<file path="config.mk">
export PLATFORM = sky130hd
export DESIGN_NAME = systolic_sched
export DESIGN_NICKNAME = d
export VERILOG_FILES = /design/src/rtl/systolic_sched.sv
export SDC_FILE = /design/constraint.sdc
export NUM_CORES = 1
export LEC_CHECK = 0
export CAP_MARGIN = 25
export CORE_ASPECT_RATIO = 1.4
export CORE_UTILIZATION = 54
export CTS_CLUSTER_SIZE = 25
export DETAILED_ROUTE_END_ITERATION = 8
export PLACE_DENSITY = 0.85
export RECOVER_POWER = 50
export SLEW_MARGIN = 20
export SYNTH_ARGS = -nofsm -noshare
export SYNTH_HDL_FRONTEND = slang
export SYNTH_SLANG_ARGS = --single-unit
</file>
<file path="constraint.sdc">
create_clock -name clk -period 2.1 [get_ports clk]
set_input_delay 0.525 -clock clk [delete_from_list [all_inputs] [get_ports clk]]
set_output_delay 0.525 -clock clk [all_outputs]
set_load 0.02 [all_outputs]
</file>
<file path="src/rtl/systolic_sched.sv">
// systolic_sched: buffers one A and one B matrix and streams them, diagonally skewed, into an N x N systolic array.
// Latency: start-to-done is 3N cycles, or 3N-1 with chain=1 under SCHED_CHAIN_EN. All outputs are registered.
// Backpressure: loads are accepted only in IDLE (ld_ready=1). The host holds ld_valid otherwise. start is ignored outside IDLE.
// Optional feature: SCHED_CHAIN_EN adds the 'chain' input. chain=1 skips CLEAR so the array accumulates onto its previous results.
// Ports: clk, reset_n (sync, active-low); start; ld_valid/ld_ready/ld_sel/ld_row/ld_col/ld_data (buffer write port);
//        busy, done (status); arr_clr (active-high PE reset); arr_a (row-edge feed), arr_b (column-edge feed).
module systolic_sched #(
    parameter int DATA_SIZE = 4,
    parameter int N         = 4
) (
    input  logic                   clk,
    input  logic                   reset_n,
    input  logic                   start,
`ifdef SCHED_CHAIN_EN
    input  logic                   chain,
`endif
    input  logic                   ld_valid,
    output logic                   ld_ready,
    input  logic                   ld_sel,
    input  logic [$clog2(N)-1:0]   ld_row,
    input  logic [$clog2(N)-1:0]   ld_col,
    input  logic [DATA_SIZE-1:0]   ld_data,
    output logic                   busy,
    output logic                   done,
    output logic                   arr_clr,
    output logic [N*DATA_SIZE-1:0] arr_a,
    output logic [N*DATA_SIZE-1:0] arr_b
);

    // The counter must reach 2N-2 (last FEED step).
    localparam int            CW         = $clog2(2 * N);
    localparam logic [CW-1:0] FEED_LAST  = CW'(2 * N - 2);
    localparam logic [CW-1:0] DRAIN_LAST = CW'(N - 2);

    typedef enum logic [2:0] {
        S_IDLE,
        S_CLEAR,
        S_FEED,
        S_DRAIN,
        S_DONE
    } state_t;

    state_t        state, state_nxt;
    logic [CW-1:0] cnt, cnt_nxt;
    logic          chain_go;
    logic          wr;

    logic [DATA_SIZE-1:0] a_buf  [N][N];
    logic [DATA_SIZE-1:0] b_buf  [N][N];
    logic [DATA_SIZE-1:0] a_view [N][N];
    logic [DATA_SIZE-1:0] b_view [N][N];

    logic                   ld_ready_nxt, busy_nxt, done_nxt, clr_nxt;
    logic [N*DATA_SIZE-1:0] a_nxt, b_nxt;

`ifdef SCHED_CHAIN_EN
    assign chain_go = chain;
`else
    assign chain_go = 1'b0;
`endif

    assign wr = ld_valid & ld_ready;

    // Buffer contents as they will be after this cycle's write.
    // Outputs are registered, so the next feed word is computed from this view.
    // A word loaded in the same cycle as a chained start is therefore already visible at t=0.
    always_comb begin
        for (int i = 0; i < N; i++) begin
            for (int j = 0; j < N; j++) begin
                a_view[i][j] = a_buf[i][j];
                b_view[i][j] = b_buf[i][j];
                if (wr && int'(ld_row) == i && int'(ld_col) == j) begin
                    if (ld_sel) b_view[i][j] = ld_data;
                    else        a_view[i][j] = ld_data;
                end
            end
        end
    end

    always_ff @(posedge clk) begin
        for (int i = 0; i < N; i++) begin
            for (int j = 0; j < N; j++) begin
                if (!reset_n) begin
                    a_buf[i][j] <= '0;
                    b_buf[i][j] <= '0;
                end else begin
                    a_buf[i][j] <= a_view[i][j];
                    b_buf[i][j] <= b_view[i][j];
                end
            end
        end
    end

    // State register
    always_ff @(posedge clk) begin
        if (!reset_n) begin
            state <= S_IDLE;
            cnt   <= '0;
        end else begin
            state <= state_nxt;
            cnt   <= cnt_nxt;
        end
    end

    // Next-state logic
    always_comb begin
        state_nxt = state;
        cnt_nxt   = cnt;
        case (state)
            S_IDLE: begin
                if (start) begin
                    state_nxt = chain_go ? S_FEED : S_CLEAR;
                    cnt_nxt   = '0;
                end
            end
            S_CLEAR: begin
                state_nxt = S_FEED;
                cnt_nxt   = '0;
            end
            S_FEED: begin
                if (cnt == FEED_LAST) begin
                    state_nxt = S_DRAIN;
                    cnt_nxt   = '0;
                end else begin
                    cnt_nxt = cnt + 1'b1;
                end
            end
            S_DRAIN: begin
                if (cnt == DRAIN_LAST) begin
                    state_nxt = S_DONE;
                    cnt_nxt   = '0;
                end else begin
                    cnt_nxt = cnt + 1'b1;
                end
            end
            S_DONE: begin
                state_nxt = S_IDLE;
            end
            default: begin
                state_nxt = S_IDLE;
                cnt_nxt   = '0;
            end
        endcase
    end

    // Output values for the upcoming cycle, decoded from the next state.
    // Skew: at feed step t, row i carries A[i][k] and column j carries B[k][j], where k is the index with i+k==t (or j+k==t).
    always_comb begin
        ld_ready_nxt = 1'b0;
        busy_nxt     = 1'b0;
        done_nxt     = 1'b0;
        clr_nxt      = 1'b0;
        a_nxt        = '0;
        b_nxt        = '0;
        case (state_nxt)
            S_IDLE:  ld_ready_nxt = 1'b1;
            S_CLEAR: begin
                clr_nxt  = 1'b1;
                busy_nxt = 1'b1;
            end
            S_FEED: begin
                busy_nxt = 1'b1;
                for (int i = 0; i < N; i++) begin
                    for (int k = 0; k < N; k++) begin
                        if (int'(cnt_nxt) == i + k) begin
                            a_nxt[i*DATA_SIZE +: DATA_SIZE] = a_view[i][k];
                            b_nxt[i*DATA_SIZE +: DATA_SIZE] = b_view[k][i];
                        end
                    end
                end
            end
            S_DRAIN: busy_nxt = 1'b1;
            S_DONE:  done_nxt = 1'b1;
            default: ;
        endcase
    end

    // Output registers. In reset, arr_clr stays high so the array is held cleared.
    always_ff @(posedge clk) begin
        if (!reset_n) begin
            ld_ready <= 1'b1;
            busy     <= 1'b0;
            done     <= 1'b0;
            arr_clr  <= 1'b1;
            arr_a    <= '0;
            arr_b    <= '0;
        end else begin
            ld_ready <= ld_ready_nxt;
            busy     <= busy_nxt;
            done     <= done_nxt;
            arr_clr  <= clr_nxt;
            arr_a    <= a_nxt;
            arr_b    <= b_nxt;
        end
    end

endmodule

</file>
==> flow_summary.toml <==
[cells_and_area]
commonest_non_fill_non_tap_cells_in_the_layout = "buf_4 (188), dfxtp_1 (164), nor2b_1 (116)"
layout.cells.most_common = "buf_4"
areaGrowthSynthToFinish_pct = 44.0
num-nets-final = 1065
layout.filler_cells = 687
drive_gt1_frac = 0.360

[critical_path]
arrival_ns = 2.85
worst_r2r_startpoint = "state[2]"
timing.critical_path.slowest_stage_cell = "a221oi_2"
critPathLaunch = "state[2]"
ff2ff_setup_slack_ns = -0.45
worstRegToRegCells = 7
setup_crit_path_kind = "register to register"
timing.critical_path.slowest_cell_delay_ns = 0.52
critical_path.startpoint_type = "register"
capturing_element_type_of_the_critical_path = "register"
worstPathCellList = "nand2b_4 > a211oi_4 > or2_4 > buf_12 > mux2i_4 > o2111ai_2 > a221oi_2"
critical_path_required_ns = 2.40
crit_path_max_fanout = 7
r2r_end = "arr_a[7]"

[detailed_routing]
remaining_drc_errors = 0
via_count = 8697
routedWlPerCell_um = 28.7
routed_via_density = 6.94
antenna_left = 0
firstDrtPassIters = 9
routed_wirelength_um = 35900
first_iter_violations = 1394

[synthesis]
synth_largest_type_area_fraction = 0.421
post-synth-top-area-cell = "dfxtp_1"
synth-seq-area-share = 0.421
synth-seq-cells = 170
number_of_cells_produced_by_synthesis = 827
synth_enable_flop_cells = 0
ys_dominant_reg_cell = "dfxtp_1"
syn_nets = 842
syn-cell-area_sq_um = 8080
ys_top_cells_by_area = "dfxtp_1 (42%), mux2i_1 (13%), nor2b_1 (9.1%), nor2_1 (2.4%), or3_1 (2.3%)"
synth.yosys.warnings = 0
postSynth.asyncResetShare = 0
synth_cell_types = 71
post_synth.cell_area_avg_sq_um = 9.77

[global_routing]
grt_antenna_before_repair = 1
globalRoute.totalOverflow = 0
grt_max_degree = 77
grtUsageTotal = 0.365
grtUsageMet2 = 0.610
global_route_wire_length_before_repair_um = 43100
vias_in_the_first_global_route = 7970
globalRouteMet3Util = 0.0723
grt_use_met1 = 0.410
globalRoute.busiestLayer = "met2"

[sta]
finalWorstSetupSlack_ns = -0.451
unrepaired_setup_endpoints_after_global_routing = "yes"
worst_slew_pin_tran_ns = 0.719
final_count_of_pins_violating_max_slew = 0
setup_violations = 44
fin_worst_hold_slack_ns = 0.433
finalWorstPathRequiredPeriod_ns = 2.55
relative_slew_slack = 0.521
final_hold_viol_count = 0
fmax_ghz = 0.392
worst_clock_skew_ns = 0.00896
timing.final.crit_share = 1.21
setup_total_negative_slack_ns = -6.29

[pwr]
irDropWorstVdd_v = 0.000704
power.static_leakage_nw = 4.04
power_density_nw_per_um2 = 679

[floorplanning]
core_area_sq_um = 14500
initial_standard_cell_utilization_of_the_core = 0.557
ios = 49
die_w_um = 105
dieArea_sq_um = 15500
die_h_um = 147
number_of_placement_rows = 52

[place]
detailed_place_hpwl_um = 15400
dp_slack_ns = -0.606
io_buffers = 48
routabilityCongestion = 0.894

[cts]
cts.sink_count = 170
cts-buffers-inserted = 17
clkSlewWorstSetupHoldPaths_ns = 0.07
clockRootBuffer = "clkbuf_16"
ctsLongestPathBuffers = 2
cts_tree = "yes"
htreeDepth = 4
clk_lat_worst_skew_ns = 0.45

[min_path]
hold_depth = 3
hold_class = "input pin to register"
min_to = "state[0]"
min-delay-start = "reset_n"

[run_status]
violations = "setup timing"
outcome = "complete, but fails checks"

[run]
drv.max_cap_violation_count = 0
-- power by group --
part | leakage, nW | internal [mW] | total [mW] | switching, mW
Sequential | 1.37 | 3.25 | 3.28 | 0.0279
Combinational | 2.37 | 0.538 | 1.29 | 0.756
Clock | 0.296 | 1.82 | 3.32 | 1.50
-- logic make-up (layout without fill, tap and decap cells) --
family                   Yosys count  in the layout  share of synthesized area
AND/OR/NAND/NOR                  311            311                      0.219
flip-flops                       170            170                      0.421
AO/OA/AOI/OAI                    153            155                      0.162
multiplexers                     117            117                      0.148
buffers and inverters             71            305                     0.0420
XOR/XNOR                           3              3                    0.00418
adder cells (fa/ha/maj)            2              2                    0.00310
other                              0              1                          0
-- worst max path at each step --
| stage | to | slack (ns) | cells past startpoint |
|---|---|---|---|
| after global routing | arr_b[1] | -0.48 | 9 |
| after detailed placement | arr_b[12] | -0.61 | 9 |
| after CTS | arr_a[5] | 0.002 | 10 |
| after global placement | arr_b[4] | -0.58 | 8 |
| after floorplan | arr_b[4] | 0.01 | 8 |
| final | arr_a[7] | -0.45 | 7 |
-- critical path: cells and delay by family, from the launching register on --
family	cells	cell delay, ns
buffers and inverters	1	0.16
flip-flops	1	0.37
multiplexers	1	0.32
AND/OR/NAND/NOR	2	0.48
AO/OA/AOI/OAI	3	1.06
-- metal layers --
layer / wire (um) / vias to the layer above
met2: 16100 / 919
met5: 0 / -
met3: 4500 / 325
li1: - / 3450
met4: 3210 / 0
met1: 12100 / 4003
-- flip-flops by register name, summed over array words and instances (netlist names) --
register / cells
cnt: 3
arr_a: 16
done: 1
state: 3
a_buf: 64
arr_b: 16
ld_ready: 1
arr_clr: 1
busy: 1
b_buf: 64
-- repair_timing --
item | 4_1_cts | 5_1_grt
hold buffers | 0 | 0
buffers inserted | 15 | 29
gates cloned | 4 | 1
pin swaps | 18 | 47
endpoints found under the setup margin | 50 | 36
gates resized for setup | 67 | 96
-- metrics by stage --
stage               total power [mW]  utilization  area (sq um)  instances
floorplan                       3.86            -          8110        827
global placement                4.25        0.681          9880       1175
detailed placement              4.26        0.681          9880       1175
CTS                             7.50        0.751         10900       1225
global route                    8.04        0.802         11600       1253
finish                          7.90        0.802         11600       1253
-- cell usage after synthesis (3+ instances only) --
| master | instances |
|---|---|
| o32a_1 | 8 |
| nand3b_1 | 3 |
| a31o_2 | 3 |
| o311ai_0 | 3 |
| a31oi_1 | 4 |
| a21oi_1 | 10 |
| o311a_1 | 4 |
| dfxtp_1 | 170 |
| a32oi_1 | 3 |
| nand2_1 | 25 |
| a221oi_1 | 12 |
| nand3_1 | 14 |
| a21boi_0 | 9 |
| nor2_2 | 7 |
| nand2b_1 | 5 |
| mux2i_1 | 108 |
| o211ai_1 | 4 |
| buf_6 | 5 |
| and2_1 | 10 |
| o2111ai_1 | 16 |
| clkbuf_1 | 38 |
| mux2_2 | 6 |
| a21o_1 | 9 |
| nor2_1 | 51 |
| or2_2 | 3 |
| nor3_1 | 27 |
| a211oi_1 | 5 |
| nor2b_1 | 117 |
| o311ai_1 | 5 |
| or3_1 | 30 |
| buf_2 | 13 |
| a211o_1 | 5 |
| a221oi_2 | 9 |
| o21ai_0 | 18 |
| a211oi_2 | 3 |
| a2111oi_0 | 8 |
| inv_1 | 9 |
| a32o_1 | 3 |
| buf_4 | 5 |
-- final cells by class --
cell class | instances | area, sq um | share of cell area
timing repair buffer | 264 | 2310 | 0.198
sequential | 170 | 3420 | 0.294
clock buffer | 19 | 443 | 0.0381
clock inverter | 13 | 158 | 0.0135
antenna | 1 | 2.50 | 0.000215
multi-input combinational | 588 | 5040 | 0.433
tap | 189 | 236 | 0.0203
inverter | 9 | 33.8 | 0.00290
Note: power is estimated with default switching activity, not from simulation.
